File: src/rtl/magazine_ctrl_pkg.sv
// magazine_ctrl_pkg: shared state, depth and command encodings for the magazine
package magazine_ctrl_pkg;
  localparam int MAX_BULLETS = 8;
  typedef enum logic {S_EMPTY, S_READY} state_t;
  typedef enum logic [2:0] {CMD_NONE, CMD_LOAD, CMD_SHOOT, CMD_EJECT, CMD_INVERT, CMD_PEEK} cmd_t;
endpackage

File: src/rtl/magazine_ctrl_if.sv
// magazine_ctrl_if: command and result bundle between the game FSM and the magazine
interface magazine_ctrl_if import magazine_ctrl_pkg::*; #(
  parameter int MAX_BULLETS = magazine_ctrl_pkg::MAX_BULLETS,
  parameter int CNT_W = 4
);
  logic i_load;
  logic [MAX_BULLETS-1:0] i_bullet_bitmap;
  logic [CNT_W-1:0] i_bullet_num;
  logic i_shoot;
  logic i_eject;
  logic i_invert;
  logic i_peek;
  logic o_fire_valid;
  logic o_fire_live;
  logic o_eject_valid;
  logic o_eject_live;
  logic o_peek_valid;
  logic o_peek_live;
  logic [CNT_W-1:0] o_remaining;
  logic [CNT_W-1:0] o_live_cnt;
  logic [CNT_W-1:0] o_blank_cnt;
  logic o_empty;
  logic o_reload_req;
  logic o_cmd_drop;
  logic o_load_err;
  modport master (
    output i_load, i_bullet_bitmap, i_bullet_num, i_shoot, i_eject, i_invert, i_peek,
    input o_fire_valid, o_fire_live, o_eject_valid, o_eject_live, o_peek_valid, o_peek_live,
    input o_remaining, o_live_cnt, o_blank_cnt, o_empty, o_reload_req, o_cmd_drop, o_load_err
  );
  modport slave (
    input i_load, i_bullet_bitmap, i_bullet_num, i_shoot, i_eject, i_invert, i_peek,
    output o_fire_valid, o_fire_live, o_eject_valid, o_eject_live, o_peek_valid, o_peek_live,
    output o_remaining, o_live_cnt, o_blank_cnt, o_empty, o_reload_req, o_cmd_drop, o_load_err
  );
endinterface

File: src/rtl/magazine_ctrl_popcount8.sv
// popcount8: combinational count of live bits in a bullet bitmap
module popcount8 #(
  parameter int W = 8,
  parameter int CW = 4
) (
  input  logic [W-1:0]  i_bits,
  output logic [CW-1:0] o_cnt
);
  // ripple sum of set bits
  always_comb begin
    o_cnt = '0;
    for (int k = 0; k < W; k++) o_cnt = o_cnt + CW'(i_bits[k]);
  end
endmodule

File: src/rtl/magazine_ctrl.sv
// magazine_ctrl: holds one round's magazine and serves fire/eject/invert/peek one bullet at a time
module magazine_ctrl import magazine_ctrl_pkg::*; #(
  parameter int MAX_BULLETS = magazine_ctrl_pkg::MAX_BULLETS,
  parameter int CNT_W = 4
) (
  input logic i_clk,
  input logic i_rst_n,
  magazine_ctrl_if.slave bus
);
  state_t r_state, w_state_n;
  cmd_t w_cmd;
  logic [MAX_BULLETS-1:0] r_mag, w_mag_n, w_masked;
  logic [CNT_W-1:0] r_rem, r_live, r_blank, w_rem_n, w_live_n, w_blank_n, w_pop;
  logic r_fire_v, r_fire_l, r_eject_v, r_eject_l, r_peek_v, r_peek_l, r_reload, r_drop, r_load_err;
  logic w_fire_v_n, w_fire_l_n, w_eject_v_n, w_eject_l_n, w_peek_v_n, w_peek_l_n;
  logic w_reload_n, w_drop_n, w_load_err_n, w_num_ok;
  assign w_num_ok = bus.i_bullet_num != '0 && bus.i_bullet_num <= CNT_W'(MAX_BULLETS);
  assign w_cmd = bus.i_load ? CMD_LOAD : bus.i_shoot ? CMD_SHOOT : bus.i_eject ? CMD_EJECT :
                 bus.i_invert ? CMD_INVERT : bus.i_peek ? CMD_PEEK : CMD_NONE;
  // clear bitmap bits beyond the loaded bullet count
  always_comb begin
    w_masked = '0;
    for (int k = 0; k < MAX_BULLETS; k++) w_masked[k] = bus.i_bullet_bitmap[k] & (CNT_W'(k) < bus.i_bullet_num);
  end
  popcount8 #(.W(MAX_BULLETS), .CW(CNT_W)) u_pop (.i_bits(w_masked), .o_cnt(w_pop));
  // next-state, magazine/count update and result pulses for the winning command
  always_comb begin
    w_state_n = r_state;
    w_mag_n = r_mag;
    w_rem_n = r_rem;
    w_live_n = r_live;
    w_blank_n = r_blank;
    w_fire_v_n = 1'b0;
    w_fire_l_n = r_fire_l;
    w_eject_v_n = 1'b0;
    w_eject_l_n = r_eject_l;
    w_peek_v_n = 1'b0;
    w_peek_l_n = r_peek_l;
    w_reload_n = 1'b0;
    w_load_err_n = 1'b0;
    w_drop_n = $countones({bus.i_load, bus.i_shoot, bus.i_eject, bus.i_invert, bus.i_peek}) > 1 ||
               (r_state == S_EMPTY && w_cmd != CMD_NONE && w_cmd != CMD_LOAD);
    case (w_cmd)
      CMD_LOAD: if (w_num_ok) begin
        w_mag_n = w_masked;
        w_rem_n = bus.i_bullet_num;
        w_live_n = w_pop;
        w_blank_n = bus.i_bullet_num - w_pop;
        w_state_n = S_READY;
      end else w_load_err_n = 1'b1;
      CMD_SHOOT, CMD_EJECT: if (r_state == S_READY) begin
        w_mag_n = r_mag >> 1;
        w_rem_n = r_rem - CNT_W'(1);
        w_live_n = r_live - CNT_W'(r_mag[0]);
        w_blank_n = r_blank - CNT_W'(!r_mag[0]);
        w_fire_v_n = w_cmd == CMD_SHOOT;
        w_fire_l_n = w_cmd == CMD_SHOOT ? r_mag[0] : r_fire_l;
        w_eject_v_n = w_cmd == CMD_EJECT;
        w_eject_l_n = w_cmd == CMD_EJECT ? r_mag[0] : r_eject_l;
        w_reload_n = r_rem == CNT_W'(1);
        w_state_n = r_rem == CNT_W'(1) ? S_EMPTY : S_READY;
      end
      CMD_INVERT: if (r_state == S_READY) begin
        w_mag_n[0] = ~r_mag[0];
        w_live_n = r_mag[0] ? r_live - CNT_W'(1) : r_live + CNT_W'(1);
        w_blank_n = r_mag[0] ? r_blank + CNT_W'(1) : r_blank - CNT_W'(1);
      end
      CMD_PEEK: if (r_state == S_READY) begin
        w_peek_v_n = 1'b1;
        w_peek_l_n = r_mag[0];
      end
      default: ;
    endcase
  end
  // state, magazine, counts and registered results
  always_ff @(posedge i_clk or negedge i_rst_n) begin
    if (!i_rst_n) begin
      r_state <= S_EMPTY;
      r_mag <= '0;
      r_rem <= '0;
      r_live <= '0;
      r_blank <= '0;
      {r_fire_v, r_fire_l, r_eject_v, r_eject_l, r_peek_v, r_peek_l} <= '0;
      {r_reload, r_drop, r_load_err} <= '0;
    end else begin
      r_state <= w_state_n;
      r_mag <= w_mag_n;
      r_rem <= w_rem_n;
      r_live <= w_live_n;
      r_blank <= w_blank_n;
      {r_fire_v, r_fire_l, r_eject_v, r_eject_l, r_peek_v, r_peek_l} <=
        {w_fire_v_n, w_fire_l_n, w_eject_v_n, w_eject_l_n, w_peek_v_n, w_peek_l_n};
      {r_reload, r_drop, r_load_err} <= {w_reload_n, w_drop_n, w_load_err_n};
    end
  end
  assign bus.o_fire_valid = r_fire_v;
  assign bus.o_fire_live = r_fire_l;
  assign bus.o_eject_valid = r_eject_v;
  assign bus.o_eject_live = r_eject_l;
  assign bus.o_peek_valid = r_peek_v;
  assign bus.o_peek_live = r_peek_l;
  assign bus.o_remaining = r_rem;
  assign bus.o_live_cnt = r_live;
  assign bus.o_blank_cnt = r_blank;
  assign bus.o_empty = r_state == S_EMPTY;
  assign bus.o_reload_req = r_reload;
  assign bus.o_cmd_drop = r_drop;
  assign bus.o_load_err = r_load_err;
endmodule

File: src/flat_wrapper.sv
// flat-port wrapper written by rule: the top's interface ports become plain ports
module magazine_ctrl_flat import magazine_ctrl_pkg::*;
#(
  parameter int MAX_BULLETS = magazine_ctrl_pkg::MAX_BULLETS,
  parameter int CNT_W = 4
)
  (i_clk, i_rst_n, bus_i_load, bus_i_bullet_bitmap, bus_i_bullet_num, bus_i_shoot, bus_i_eject, bus_i_invert, bus_i_peek, bus_o_fire_valid, bus_o_fire_live, bus_o_eject_valid, bus_o_eject_live, bus_o_peek_valid, bus_o_peek_live, bus_o_remaining, bus_o_live_cnt, bus_o_blank_cnt, bus_o_empty, bus_o_reload_req, bus_o_cmd_drop, bus_o_load_err);
  magazine_ctrl_if #(.MAX_BULLETS(MAX_BULLETS), .CNT_W(CNT_W)) bus_i ();
  input logic i_clk;
  input logic i_rst_n;
  input wire logic [$bits(bus_i.i_load)-1:0] bus_i_load;
  input wire logic [$bits(bus_i.i_bullet_bitmap)-1:0] bus_i_bullet_bitmap;
  input wire logic [$bits(bus_i.i_bullet_num)-1:0] bus_i_bullet_num;
  input wire logic [$bits(bus_i.i_shoot)-1:0] bus_i_shoot;
  input wire logic [$bits(bus_i.i_eject)-1:0] bus_i_eject;
  input wire logic [$bits(bus_i.i_invert)-1:0] bus_i_invert;
  input wire logic [$bits(bus_i.i_peek)-1:0] bus_i_peek;
  output wire logic [$bits(bus_i.o_fire_valid)-1:0] bus_o_fire_valid;
  output wire logic [$bits(bus_i.o_fire_live)-1:0] bus_o_fire_live;
  output wire logic [$bits(bus_i.o_eject_valid)-1:0] bus_o_eject_valid;
  output wire logic [$bits(bus_i.o_eject_live)-1:0] bus_o_eject_live;
  output wire logic [$bits(bus_i.o_peek_valid)-1:0] bus_o_peek_valid;
  output wire logic [$bits(bus_i.o_peek_live)-1:0] bus_o_peek_live;
  output wire logic [$bits(bus_i.o_remaining)-1:0] bus_o_remaining;
  output wire logic [$bits(bus_i.o_live_cnt)-1:0] bus_o_live_cnt;
  output wire logic [$bits(bus_i.o_blank_cnt)-1:0] bus_o_blank_cnt;
  output wire logic [$bits(bus_i.o_empty)-1:0] bus_o_empty;
  output wire logic [$bits(bus_i.o_reload_req)-1:0] bus_o_reload_req;
  output wire logic [$bits(bus_i.o_cmd_drop)-1:0] bus_o_cmd_drop;
  output wire logic [$bits(bus_i.o_load_err)-1:0] bus_o_load_err;
  assign bus_i.i_load = bus_i_load;
  assign bus_i.i_bullet_bitmap = bus_i_bullet_bitmap;
  assign bus_i.i_bullet_num = bus_i_bullet_num;
  assign bus_i.i_shoot = bus_i_shoot;
  assign bus_i.i_eject = bus_i_eject;
  assign bus_i.i_invert = bus_i_invert;
  assign bus_i.i_peek = bus_i_peek;
  assign bus_o_fire_valid = bus_i.o_fire_valid;
  assign bus_o_fire_live = bus_i.o_fire_live;
  assign bus_o_eject_valid = bus_i.o_eject_valid;
  assign bus_o_eject_live = bus_i.o_eject_live;
  assign bus_o_peek_valid = bus_i.o_peek_valid;
  assign bus_o_peek_live = bus_i.o_peek_live;
  assign bus_o_remaining = bus_i.o_remaining;
  assign bus_o_live_cnt = bus_i.o_live_cnt;
  assign bus_o_blank_cnt = bus_i.o_blank_cnt;
  assign bus_o_empty = bus_i.o_empty;
  assign bus_o_reload_req = bus_i.o_reload_req;
  assign bus_o_cmd_drop = bus_i.o_cmd_drop;
  assign bus_o_load_err = bus_i.o_load_err;
  magazine_ctrl #(.MAX_BULLETS(MAX_BULLETS), .CNT_W(CNT_W)) u_core (.i_clk(i_clk), .i_rst_n(i_rst_n), .bus(bus_i));
endmodule
File: config.mk
export PLATFORM = sky130hd
export DESIGN_NAME = magazine_ctrl_flat
export DESIGN_NICKNAME = d
export VERILOG_FILES = /design/src/rtl/magazine_ctrl_pkg.sv /design/src/rtl/magazine_ctrl_if.sv /design/src/rtl/magazine_ctrl_popcount8.sv /design/src/rtl/magazine_ctrl.sv /design/src/flat_wrapper.sv
export SDC_FILE = /design/constraint.sdc
export NUM_CORES = 1
export LEC_CHECK = 0
export ABC_CLOCK_PERIOD_IN_PS = 2700
export BUFFER_PORTS_ARGS = -buffer_cell sky130_fd_sc_hd__buf_2
export CORE_ASPECT_RATIO = 1.25
export CORE_UTILIZATION = 40
export CTS_BUF_LIST = sky130_fd_sc_hd__clkbuf_4 sky130_fd_sc_hd__clkbuf_8 sky130_fd_sc_hd__clkbuf_16
export DETAILED_ROUTE_END_ITERATION = 6
export PLACE_DENSITY = 0.67
export REMOVE_ABC_BUFFERS = 1
export SETUP_SLACK_MARGIN = 0.3
export SLEW_MARGIN = 25
export SYNTH_ARGS = -nofsm -noshare
export SYNTH_HDL_FRONTEND = slang
export SYNTH_SLANG_ARGS = --single-unit
File: constraint.sdc
create_clock -name i_clk -period 2.7 [get_ports i_clk]
set_clock_uncertainty 0.15 [all_clocks]
set_input_delay 0.27 -clock i_clk [delete_from_list [all_inputs] [get_ports i_clk]]
set_output_delay 0.27 -clock i_clk [all_outputs]
set_load 0.05 [all_outputs]
==> impl_results.md <==
* Primary FF master, synth: sky130_fd_sc_hd__dfrtp_1
* Number of endpoints failing setup at the final stage at 8
* Routed wire length at roughly 4.8 mm
* Post-layout utilization of the core at 53.5%
* Slew at the pin closest to its max-slew limit at 715 ps
* Destination of the worst register-to-register timing path: u_core.bus.o_live_cnt[2]$_DFFE_PN0P_
* Asr flop ratio synth at 100%
* Post-Synthesis Cells at ~230
* Worst Hold Path Cells at 3
* Area taken by flip-flops and latches at 751 µm²
* Seq/Total Area, Yosys at around a third
* Data required, critical path at 2730 ps
* Number of register bits inferred by synthesis at 30
* Routed via count divided by cell count at approximately 5.1
* Top delay family on crit path: adder cells
* # diodes at 0
* Fraction of power consumed by the clock network at ~15%
* Violations in the final reports: setup timing
* Final Cycle Share at 151%
* Leading cell types in the layout, fill and taps excluded: sky130_fd_sc_hd__buf_2, sky130_fd_sc_hd__dfrtp_1, sky130_fd_sc_hd__buf_4
* Die ar. at roughly 6000 µm²
* Worst-case clock buffer depth at 2
* # clock sinks at 30
* Internal power consumption at 1.37 mW
* Core area at ~5400 µm²
* Critical R2R Launch: u_core.r_mag[0]$_DFFE_PN0P_
* IO Pins at roughly 40
* Number of nets still failing antenna checks after routing at 0
* Clock latency on the worst-skew pair at approximately 280 ps
* DRC violation count after routing at 0
* EDFF count, synth at 0
* Number of different library cells in the post-synthesis netlist at a little over 40
* Wire length per cell at 13.0 µm
* Switch share at 45.7%
* Final weighted congestion in routability-driven placement at roughly 0.78
* Most common cell after layout, fill and taps aside: sky130_fd_sc_hd__buf_2
* Net switching power of the design at 1.15 mW
* Yosys warns at 0
* Area growth syn-to-layout at 30.0%
* Outcome: finished, violations left
* Final period demand of the worst path at between 4000 and 5000 ps
* Die Span Y at about 85 µm
* Syn avg cell area at about 9.6 µm²
* Total clock buffers created by CTS at 5
* Hpwl dp at around 3.6 mm
* Flop2flop setup slack at 660 ps
* Total number of vias at between 1500 and 2000
* Total leakage power at roughly 1.4 nW
* First-iteration detailed-routing DRC count at between 80 and 90
* Via count of the first global-routing pass at 1850
* 1st-pass router iterations at 5
* Number of antenna violations at the first check in global routing at 0
* Pwr/cell area at 870 nW/µm²
* Final standard cell area without fillers at a little under 3000 µm²
* Placed instance count at ~350
* Maximum net fanout on the critical path at 5
* Total grt overflow at 0
* Clock Root Buffer: sky130_fd_sc_hd__clkbuf_8
* Kind of launch point of the worst setup path: input port
* Clock tree from TritonCTS: done
* Clk pin slew, worst setup/hold paths at 70 ps
* Number of port buffers at 40
* Slowest cell on crit path: sky130_fd_sc_hd__fa_1
* Worst Setup Slack, final at -1380 ps
* Die Span X at about 70 µm
* Total count of max-transition violations in the final report at 0
* Number of cells on the critical path at 17
* Largest stage delay on the critical path at 560 ps
* Terminating pin of the worst hold path: u_core.r_mag[7]$_DFFE_PN0P_
* Effective utilization at floorplan at around two fifths
* Kind of end point of the critical path: flop
* Data arrival time of the critical path at 4110 ps
* Post-placement cell area at 2640 µm²
* Number of violations of the max-capacitance limit at 0
* Worst slew margin relative to its limit at ~52%
* Global Route Usage Sum at between 10% and 20%
* Critical path class: input port to flop
* Share of cells above drive strength 1 at between 30 and 40%
* Area of the multi-input gates at between 1000 and 1500 µm²
* Cell Area, Synth at ~2200 µm²
* Type of the most critical hold path: input port to flop
* IR drop worst, VDD at slightly above 0.0004 V
* Share of total power in sequential cells at a little over a quarter
* Combinational power share at between 50% and 60%
* Largest net degree at the start of global routing at 31
* Global-route wire length before repair at slightly above 8 mm
* H-tree lvl count at 2
* Final Instance Count excl. Fillers at 366
* Upper clock frequency limit at 245 MHz
* Number of fill cells in the layout at 522
* Startpoint of the worst hold path: bus_i_bullet_bitmap[7]
* Sum of buffers and inverters on the critical path at 5
* Register-to-Register Path Depth at 8
* Cell breakdown of the critical path: buf_8 > o31a_1 > fa_1 > inv_2 > fa_1 > inv_2 > fa_2 > ha_4 > fa_1 > inv_2 > buf_6 > ha_4 > a21o_1 > a21oi_2 > xnor2_1 > o22a_1 > o22a_1
* Hold violation total from the final report at 0
* FP Rows at 30
* Final nets at between 300 and 400
* RSZ-0062 raised after global routing: yes
## power by group through the flow
stage | sequential (mW) | combinational, mW | clock (mW)
after floorplan | 1.03 | 0.602 | 0
final | 0.676 | 1.46 | 0.384
after global placement | 0.685 | 1.29 | 0
after CTS | 0.678 | 1.37 | 0.392
after global routing | 0.699 | 1.61 | 0.419
after detailed placement | 0.687 | 1.32 | 0
## per-layer routing
layer	vias to the layer above	part of all wire [%]	GRT usage, %
met4	0	1.4	6.31
met5	-	0	0
met1	879	43	23.6
met2	38	52	30.9
li1	933	-	-
met3	6	4.4	4.03
## worst register-to-register path: cells and delay by family, from the launching register on
| kind | cells | cell delay [ps] |
|---|---|---|
| fa+ha+maj | 2 | 600 |
| flops | 1 | 380 |
| mux | 1 | 260 |
| compound gates | 1 | 70 |
| xor+xnor | 1 | 140 |
| buf+inv | 1 | 170 |
| simple gates | 2 | 170 |
## timing repair
item	4_1_cts	5_1_grt
hold buffers	1	0
cloned	0	0
endpoints found under the setup margin	8	8
endpoints found under the hold margin	30	0
setup buffers	1	3
pin swaps	8	10
gates resized for setup	15	17
## worst max path at each step
stage | startpoint | endpoint | slack (ps)
after floorplan | bus_i_bullet_num[1] | u_core.bus.o_blank_cnt[3]$_DFFE_PN0P_ | -1520
after global placement | bus_i_bullet_num[1] | u_core.bus.o_blank_cnt[3]$_DFFE_PN0P_ | -1690
after detailed placement | bus_i_bullet_num[0] | u_core.bus.o_blank_cnt[3]$_DFFE_PN0P_ | -1840
after CTS | bus_i_bullet_num[2] | u_core.bus.o_blank_cnt[3]$_DFFE_PN0P_ | -1360
after global routing | bus_i_bullet_num[1] | u_core.bus.o_blank_cnt[3]$_DFFE_PN0P_ | -1520
final | bus_i_bullet_num[1] | u_core.bus.o_blank_cnt[3]$_DFFE_PN0P_ | -1380
## state kept, by name, indices dropped and copies added, names as in the netlist
signal / cells
u_core.bus.o_eject_live: 1
u_core.bus.o_load_err: 1
u_core.bus.o_blank_cnt: 4
u_core.bus.o_peek_live: 1
u_core.r_mag: 8
u_core.bus.o_peek_valid: 1
u_core.bus.o_cmd_drop: 1
u_core.bus.o_live_cnt: 4
u_core.bus.o_fire_live: 1
u_core.bus.o_remaining: 4
u_core.bus.o_fire_valid: 1
u_core.r_state: 1
u_core.bus.o_eject_valid: 1
u_core.bus.o_reload_req: 1
## cell families (layout without fill, tap and decap cells)
family                     Yosys count  count (layout)  share of synthesized area, %
DFF                                 30              30                          33.7
AOI/OAI and AO/OA                   58              58                          17.6
adders and majority gates           28              28                          18.4
muxes                               12              12                          5.85
xor gates and xnor gates             8               8                          3.15
buffers and inverters               28              99                          6.30
and+or+nand+nor                     67              67                          15.0
## synth_stat cells, types with 2 or more instances
library cell / n / share of area, %
sky130_fd_sc_hd__a211oi_1: 3 / 1.0
sky130_fd_sc_hd__a21o_1: 4 / 1.3
sky130_fd_sc_hd__a21oi_1: 15 / 3.4
sky130_fd_sc_hd__a31oi_1: 2 / 0.56
sky130_fd_sc_hd__a31oi_4: 2 / 1.9
sky130_fd_sc_hd__and2_1: 2 / 0.56
sky130_fd_sc_hd__and3_1: 2 / 0.56
sky130_fd_sc_hd__buf_2: 4 / 0.90
sky130_fd_sc_hd__buf_6: 4 / 2.0
sky130_fd_sc_hd__dfrtp_1: 30 / 34
sky130_fd_sc_hd__fa_1: 8 / 7.2
sky130_fd_sc_hd__ha_1: 20 / 11
sky130_fd_sc_hd__inv_1: 19 / 3.2
sky130_fd_sc_hd__mux2_2: 4 / 2.0
sky130_fd_sc_hd__mux2i_1: 7 / 3.1
sky130_fd_sc_hd__nand2_1: 18 / 3.0
sky130_fd_sc_hd__nand2b_1: 4 / 1.1
sky130_fd_sc_hd__nor2_1: 25 / 4.2
sky130_fd_sc_hd__nor2b_1: 6 / 1.7
sky130_fd_sc_hd__nor3_1: 3 / 0.67
sky130_fd_sc_hd__o21a_1: 3 / 1.0
sky130_fd_sc_hd__o21ai_0: 17 / 3.8
sky130_fd_sc_hd__o21ai_1: 2 / 0.45
sky130_fd_sc_hd__o22a_1: 4 / 1.6
sky130_fd_sc_hd__xnor2_1: 7 / 2.8
## area by class of cell
class                           instances  area share [%]
Clock buffer                            6            2.85
Clock inverter                          2           0.433
Inverter                               19            2.47
Multi-Input combinational cell        173            48.8
Sequential cell                        30            26.0
Tap cell                               64            2.77
Timing Repair Buffer                   72            16.7
## through the flow
stage / setup slack, ps / total power, mW / TNS, ps / hold slack, ps
after floorplan: -1520 / 1.64 / -7010 / -176
after global routing: -1520 / 2.72 / -7810 / 214
after detailed placement: -1840 / 2.01 / -10190 / 212
after CTS: -1360 / 2.44 / -6820 / 200
after global placement: -1690 / 1.98 / -9300 / 210
final: -1380 / 2.52 / -6740 / 203
Power figures use the tool's default switching activity.
